==> src/rtl/ibex_cx_unit.sv <==
// ibex_cx_unit: execute-stage unit for composable custom-extension (CX) instructions.
// Checks CX CSR permissions, issues a valid/ready request to the selected accelerator and returns its result.
module ibex_cx_unit #(
  parameter int unsigned CX_ID_WIDTH = 8,
  parameter int unsigned TIMEOUT     = 256
) (
  input  logic                   clk_i,
  input  logic                   rst_i,
  input  logic                   cx_valid_i,
  output logic                   cx_ready_o,
  input  logic [6:0]             cx_opcode_i,
  input  logic [9:0]             cx_funct_i,
  input  logic [31:0]            cx_op_a_i,
  input  logic [31:0]            cx_op_b_i,
  output logic [31:0]            cx_result_o,
  output logic                   cx_result_valid_o,
  output logic                   cx_illegal_o,
  input  logic                   csr_we_i,
  input  logic [11:0]            csr_addr_i,
  input  logic [31:0]            csr_wdata_i,
  output logic [31:0]            csr_rdata_o,
  output logic                   cx_req_valid_o,
  input  logic                   cx_req_ready_i,
  output logic [CX_ID_WIDTH-1:0] cx_req_id_o,
  output logic [16:0]            cx_req_func_o,
  output logic [31:0]            cx_req_a_o,
  output logic [31:0]            cx_req_b_o,
  input  logic                   cx_resp_valid_i,
  input  logic [31:0]            cx_resp_data_i,
  input  logic                   cx_resp_err_i,
  output logic                   cx_resp_ready_o
);

  localparam logic [6:0]  OPCODE_CX_REG  = 7'h0b;
  localparam logic [6:0]  OPCODE_CX_IMM  = 7'h2b;
  localparam logic [6:0]  OPCODE_CX_FLEX = 7'h5b;
  localparam logic [11:0] CSR_CX_IDX     = 12'h800;
  localparam logic [11:0] CSR_CX_STAT    = 12'h801;
  localparam logic [11:0] CSR_MCX_IDX    = 12'hBC0;
  localparam logic [11:0] CSR_MCX_EN     = 12'hBC1;
  localparam int unsigned CNT_W          = $clog2(TIMEOUT);
  localparam logic [CNT_W-1:0] CNT_LAST  = CNT_W'(TIMEOUT - 1);

  typedef enum logic [1:0] {
    IDLE = 2'd0,
    REQ  = 2'd1,
    RESP = 2'd2
  } state_e;

  state_e                 state_r;
  logic [31:0]            cx_idx_r;
  logic [31:0]            mcx_en_r;
  logic [CX_ID_WIDTH-1:0] mcx_idx_r;
  logic [3:1]             stat_r;
  logic [CNT_W-1:0]       cnt_r;
  logic                   ready_r;
  logic                   req_valid_r;
  logic                   resp_ready_r;
  logic                   result_valid_r;
  logic                   illegal_r;
  logic [CX_ID_WIDTH-1:0] req_id_r;
  logic [16:0]            req_func_r;
  logic [31:0]            req_a_r;
  logic [31:0]            req_b_r;
  logic [31:0]            result_r;

  logic                   opcode_ok_s;
  logic                   legal_s;
  logic                   accept_s;
  logic                   resp_take_s;
  logic                   timeout_s;
  logic [3:1]             stat_set_s;
  logic [3:1]             stat_clr_s;

  // opcode decode: only the three CX major opcodes are candidates for a legal issue
  always_comb begin
    case (cx_opcode_i)
      OPCODE_CX_REG, OPCODE_CX_IMM, OPCODE_CX_FLEX: opcode_ok_s = 1'b1;
      default:                                      opcode_ok_s = 1'b0;
    endcase
  end

  assign legal_s     = opcode_ok_s && (cx_idx_r[31:5] == 27'd0) && mcx_en_r[cx_idx_r[4:0]];
  assign accept_s    = cx_valid_i && ready_r && (state_r == IDLE);
  assign resp_take_s = (state_r == RESP) && cx_resp_valid_i;
  assign timeout_s   = (state_r == RESP) && !cx_resp_valid_i && (cnt_r == CNT_LAST);
  assign stat_set_s  = {timeout_s, accept_s && !legal_s, resp_take_s && cx_resp_err_i};
  assign stat_clr_s  = (csr_we_i && (csr_addr_i == CSR_CX_STAT)) ? csr_wdata_i[3:1] : 3'b000;

  // CSR storage; a hardware status set overrides a write-1-clear in the same cycle
  always_ff @(posedge clk_i) begin
    if (rst_i) begin
      cx_idx_r  <= 32'd0;
      mcx_en_r  <= 32'd0;
      mcx_idx_r <= '0;
      stat_r    <= 3'b000;
    end else begin
      if (csr_we_i) begin
        case (csr_addr_i)
          CSR_CX_IDX:  cx_idx_r  <= csr_wdata_i;
          CSR_MCX_IDX: mcx_idx_r <= csr_wdata_i[CX_ID_WIDTH-1:0];
          CSR_MCX_EN:  mcx_en_r  <= csr_wdata_i;
          default:     cx_idx_r  <= cx_idx_r;
        endcase
      end
      stat_r <= (stat_r & ~stat_clr_s) | stat_set_s;
    end
  end

  // CSR read mux
  always_comb begin
    case (csr_addr_i)
      CSR_CX_IDX:  csr_rdata_o = cx_idx_r;
      CSR_CX_STAT: csr_rdata_o = {28'd0, stat_r, state_r != IDLE};
      CSR_MCX_IDX: csr_rdata_o = 32'(mcx_idx_r);
      CSR_MCX_EN:  csr_rdata_o = mcx_en_r;
      default:     csr_rdata_o = 32'd0;
    endcase
  end

  // issue FSM with registered handshake and writeback outputs
  always_ff @(posedge clk_i) begin
    if (rst_i) begin
      state_r        <= IDLE;
      ready_r        <= 1'b1;
      req_valid_r    <= 1'b0;
      resp_ready_r   <= 1'b0;
      result_valid_r <= 1'b0;
      illegal_r      <= 1'b0;
      cnt_r          <= '0;
      req_id_r       <= '0;
      req_func_r     <= 17'd0;
      req_a_r        <= 32'd0;
      req_b_r        <= 32'd0;
      result_r       <= 32'd0;
    end else begin
      result_valid_r <= 1'b0;
      illegal_r      <= 1'b0;
      case (state_r)
        IDLE: begin
          if (accept_s && legal_s) begin
            state_r     <= REQ;
            ready_r     <= 1'b0;
            req_valid_r <= 1'b1;
            req_id_r    <= cx_idx_r[CX_ID_WIDTH-1:0] + mcx_idx_r;
            req_func_r  <= {cx_opcode_i, cx_funct_i};
            req_a_r     <= cx_op_a_i;
            req_b_r     <= cx_op_b_i;
          end else begin
            illegal_r <= accept_s;
            ready_r   <= 1'b1;
          end
        end
        REQ: begin
          if (cx_req_ready_i) begin
            state_r      <= RESP;
            req_valid_r  <= 1'b0;
            resp_ready_r <= 1'b1;
            cnt_r        <= '0;
          end else begin
            req_valid_r <= 1'b1;
          end
        end
        RESP: begin
          // a response coinciding with the last timeout cycle still wins
          if (cx_resp_valid_i) begin
            state_r        <= IDLE;
            resp_ready_r   <= 1'b0;
            result_valid_r <= 1'b1;
            result_r       <= cx_resp_err_i ? 32'd0 : cx_resp_data_i;
          end else if (cnt_r == CNT_LAST) begin
            state_r        <= IDLE;
            resp_ready_r   <= 1'b0;
            result_valid_r <= 1'b1;
            result_r       <= 32'd0;
          end else begin
            cnt_r <= cnt_r + CNT_W'(1);
          end
        end
        default: begin
          state_r      <= IDLE;
          ready_r      <= 1'b1;
          req_valid_r  <= 1'b0;
          resp_ready_r <= 1'b0;
        end
      endcase
    end
  end

  assign cx_ready_o        = ready_r;
  assign cx_req_valid_o    = req_valid_r;
  assign cx_resp_ready_o   = resp_ready_r;
  assign cx_result_valid_o = result_valid_r;
  assign cx_illegal_o      = illegal_r;
  assign cx_result_o       = result_r;
  assign cx_req_id_o       = req_id_r;
  assign cx_req_func_o     = req_func_r;
  assign cx_req_a_o        = req_a_r;
  assign cx_req_b_o        = req_b_r;

endmodule

==> config.mk <==
export PLATFORM = sky130hd
export DESIGN_NAME = ibex_cx_unit
export DESIGN_NICKNAME = d
export VERILOG_FILES = /design/src/rtl/ibex_cx_unit.sv
export SDC_FILE = /design/constraint.sdc
export NUM_CORES = 1
export LEC_CHECK = 0
export CORE_ASPECT_RATIO = 1.2
export CORE_MARGIN = 5
export CORE_UTILIZATION = 44
export DETAILED_ROUTE_END_ITERATION = 6
export PLACE_DENSITY_LB_ADDON = 0.15
export SYNTH_ARGS = -nofsm -noshare
export SYNTH_HDL_FRONTEND = slang
export SYNTH_SLANG_ARGS = --single-unit
==> constraint.sdc <==
create_clock -name clk_i -period 2.69 [get_ports clk_i]
set_clock_uncertainty 0.05 [all_clocks]
set_input_delay 0.538 -clock clk_i [delete_from_list [all_inputs] [get_ports clk_i]]
set_output_delay 0.538 -clock clk_i [all_outputs]
set_load 0.03 [all_outputs]
==> reports/qor.txt <==
======================================================================================
Status                                                                    complete, no violations
Number of warning messages in the yosys log                                          0
First-pass iteration count of the detailed router                                    6
Series of cell instances along the critical path                          dlygate4sd2_1 > nor4b_4 > nand2_2 > nor2_4 > buf_4 > buf_6 > buf_6 > a22o_1 > buf_4
Overall routed net length                                                     27.82 mm
Area of the die                                                           0.02231 mm^2
Total number of nets in the final design                                          1457
Number of H-tree levels                                                              1
Required time at the endpoint of the critical path                             2.10 ns
Effective utilization at floorplan                                              44.96%
Hold buffer count at cts                                                             0
Max rail drop VDD                                                            0.4698 mV
Clock latency of the later-clocked register in the worst-skew pair             0.50 ns
Area delta synth->final                                                         54.27%
Final hold vios                                                                      0
Largest net degree at the start of global routing                                   74
Worst Path Buf+Inv                                                                   5
CP max stage cell                                                         sky130_fd_sc_hd__nor4b_4
Die Y                                                                         162.6 um
Largest cells by area after synthesis                                     sky130_fd_sc_hd__dfxtp_1 (49%), sky130_fd_sc_hd__mux2i_1 (10%), sky130_fd_sc_hd__nand2_1 (6.9%)
Number of buffers created by CTS                                                    23
Most frequent cells in the layout                                         sky130_fd_sc_hd__clkdlybuf4s50_1 (276), sky130_fd_sc_hd__dfxtp_1 (211), sky130_fd_sc_hd__nand2_1 (155)
Max-cap violations                                                                   0
Vias in the first global route                                                    8105
Number of library cell types mapped by synthesis                                    50
Category of the most critical setup path                                     in -> out
Terminus of the critical flop-to-flop path                                cx_req_b_o[22]
Post-route DRC violation count                                                       0
End point of the worst hold path                                          cx_req_b_o[8]
Slowest stage delay, CP                                                        0.33 ns
Syn Inst Count                                                                     948
Clock Root Buffer                                                         sky130_fd_sc_hd__clkbuf_16
Total leakage power                                                           5.518 nW
Family with the most delay on the worst path                              buffers and inverters
Transition time at the pin with the least slew margin                        0.5550 ns
N_diodes                                                                             0
Core region area                                                          0.01899 mm^2
Slew Viols, Final                                                                    0
Fmax                                                                         378.3 MHz
Pwr per Cell Area                                                         497.9 mW/mm^2
Final Non-Filler Cells                                                            1553
Area of the mapped netlist                                                0.008539 mm^2
Number of cells traversed by the worst hold path                                     2
Design Area, Final                                                        0.01317 mm^2
Clock-pin slew on the worst setup and hold paths                               0.06 ns
Share of final-layout standard cells stronger than drive strength 1             11.41%
Die width                                                                     137.2 um
Input/output buffers                                                               321
Synth top area share                                                            49.47%
Arrival time of the worst setup path                                           2.06 ns
Placement Rows                                                                      55
Buffers from clock root to sink, at most                                             3
Synth async-reset ratio                                                             0%
Peak fanout along the critical path                                                  7
EDFF count, synth                                                                    0
Initial antenna violation count                                                      0
Violation count after the first detailed-routing iteration                         556
Net count after synthesis                                                         1124
First-pass GRT wire length                                                    42.89 mm
TritonCTS clock tree                                                             built
Mean routed wirelength per cell                                               17.91 um
Setup-failing EPs final                                                              0
Cell total after placement                                                        1503
Total number of vias                                                              8117
RSZ-0062 raised after global routing                                               yes
Launch point of the worst hold path                                              rst_i
Final-layout fill cell count                                                      1553
Crit path launch type                                                       input port
Critical Path End Type                                                      output pin
DPL Wire Length                                                               20.08 mm
Worst slew margin relative to its limit                                         62.75%
Number of cells traversed by the worst register-to-register path                     8
Grt ovf                                                                              0
Total I/O pin count                                                                322
Hold crit path type                                                          in -> reg
Final critical path time including I/O delays and setup                       2.644 ns
Leading cell type in the layout, fill and taps excluded                   sky130_fd_sc_hd__clkdlybuf4s50_1
Synthesized flop and latch total                                                   211
Clock tree sinks                                                                   211
Final period utilization                                                        98.28%
Total GRT Usage                                                                 23.87%
Top flip-flop cell by instance count after synthesis                      sky130_fd_sc_hd__dfxtp_1
Post-synth top area cell                                                  sky130_fd_sc_hd__dfxtp_1
Setup slack on the worst flop-to-flop path                                     0.12 ns
Weighted congestion reported at the end of routability-driven placement         0.8614
Dpl cell area                                                             0.01217 mm^2
Drt via density                                                                  5.227
Final design utilization                                                        69.36%
Final ANT Viol Nets                                                                  0
Register area share after synthesis                                             49.47%
Source of the worst register-to-register timing path                       cx_idx_r[0]
Average footprint of a synthesized cell                                     9.008 um^2
======================================================================================
==> Yosys cell counts (all sizes together), types with 3 or more instances <==
library cell  instances
a222oi                4
dfxtp               211
nand4                 6
nand2b                5
nor2b                 4
a21oi                85
nor2                138
mux2i                85
o21ai                 7
nand2               158
inv                  21
mux4                  8
nand3                18
xnor2                 4
nor3                  5
ha                   11
a22o                 24
buf                  13
a22oi                41
and3                  4
nor4                  6
clkbuf               52
xor2                  7
mux2                  3
==> stage by stage <==
step | total power, W | hold WS, ns | worst slack [ns] | setup TNS [ns]
after floorplan | 0.003258 | 0.3957 | 0.1723 | 0
after global placement | 0.003542 | 0.3821 | -0.4770 | -47.29
after detailed placement | 0.003542 | 0.3857 | -0.5092 | -49.96
after CTS | 0.006609 | 0.3498 | 0.06052 | 0
after global routing | 0.006759 | 0.3749 | -0.007336 | -0.007336
final | 0.006560 | 0.3711 | 0.04634 | 0
==> worst reg2reg max path: cells and delay by family (launching register included) <==
kind | cells | cell delay, ns
compound gates | 1 | 0.38
simple gates | 2 | 0.61
flops | 1 | 0.34
mux | 3 | 0.66
buf+inv | 2 | 0.40
==> kinds of logic (layout without fill, tap and decap cells) <==
family	after synthesis	after routing	synth area share, %
flops	211	211	49.47
compound gates	177	177	13.48
fa+ha+maj	12	12	1.846
buf+inv	86	435	4.337
mux	96	96	12.47
simple gates	355	355	17.27
xor+xnor	11	11	1.128
==> repair_timing <==
item	4_1_cts	5_1_grt
pin swaps	14	3
setup endpoints to repair	33	16
gates cloned	2	0
buffers inserted	6	1
endpoints found under the hold margin	0	0
resized for setup	50	4
==> per-layer routing <==
layer / vias to the layer above / wire (um) / global-route usage [%]
met5: - / 0 / 0
met3: 55 / 2331 / 6.428
met4: 0 / 716 / 6.307
met2: 327 / 14160 / 42.90
met1: 3811 / 10610 / 27.80
li1: 3924 / - / -
==> layout make-up <==
class | count | area [um^2] | share of cell area [%]
timing repair buffer | 373 | 3757 | 28.52
clock inverter | 5 | 53.80 | 0.4084
tap | 256 | 320.3 | 2.431
inverter | 21 | 78.83 | 0.5983
multi-input combinational | 651 | 4055 | 30.78
clock buffer | 36 | 684.4 | 5.195
sequential | 211 | 4224 | 32.06
==> worst max-delay path by stage <==
stage	start	to	slack (ns)	cells past startpoint
after floorplan	csr_addr_i[10]	csr_rdata_o[0]	0.17	6
after global placement	cx_opcode_i[0]	cx_req_b_o[12]	-0.48	8
after detailed placement	cx_opcode_i[0]	state_r[1]	-0.51	8
after CTS	cx_opcode_i[3]	cx_req_b_o[22]	0.06	8
after global routing	cx_idx_r[0]	cx_req_b_o[22]	-0.007	8
final	csr_addr_i[10]	csr_rdata_o[30]	0.05	9
==> registers in the layout (all words and copies together) (netlist names) <==
signal,flops
cx_idx_r,32
cx_req_a_o,32
cx_req_b_o,32
cx_result_o,32
mcx_en_r,32
cx_req_func_o,17
cnt_r,8
cx_req_id_o,8
mcx_idx_r,8
stat_r,3
state_r,2
cx_illegal_o,1
cx_ready_o,1
cx_req_valid_o,1
cx_resp_ready_o,1
cx_result_valid_o,1
==> power by group <==
part	total (W)	switching, W	leakage (nW)	internal (W)
combinational	0.000350	0.000124	3.45	0.000226
sequential	0.00313	0.00000109	1.70	0.00313
clock	0.00308	0.00124	0.365	0.00184
total	0.00656	0.00137	5.52	0.00519
Note: power is estimated with default switching activity, not from simulation.
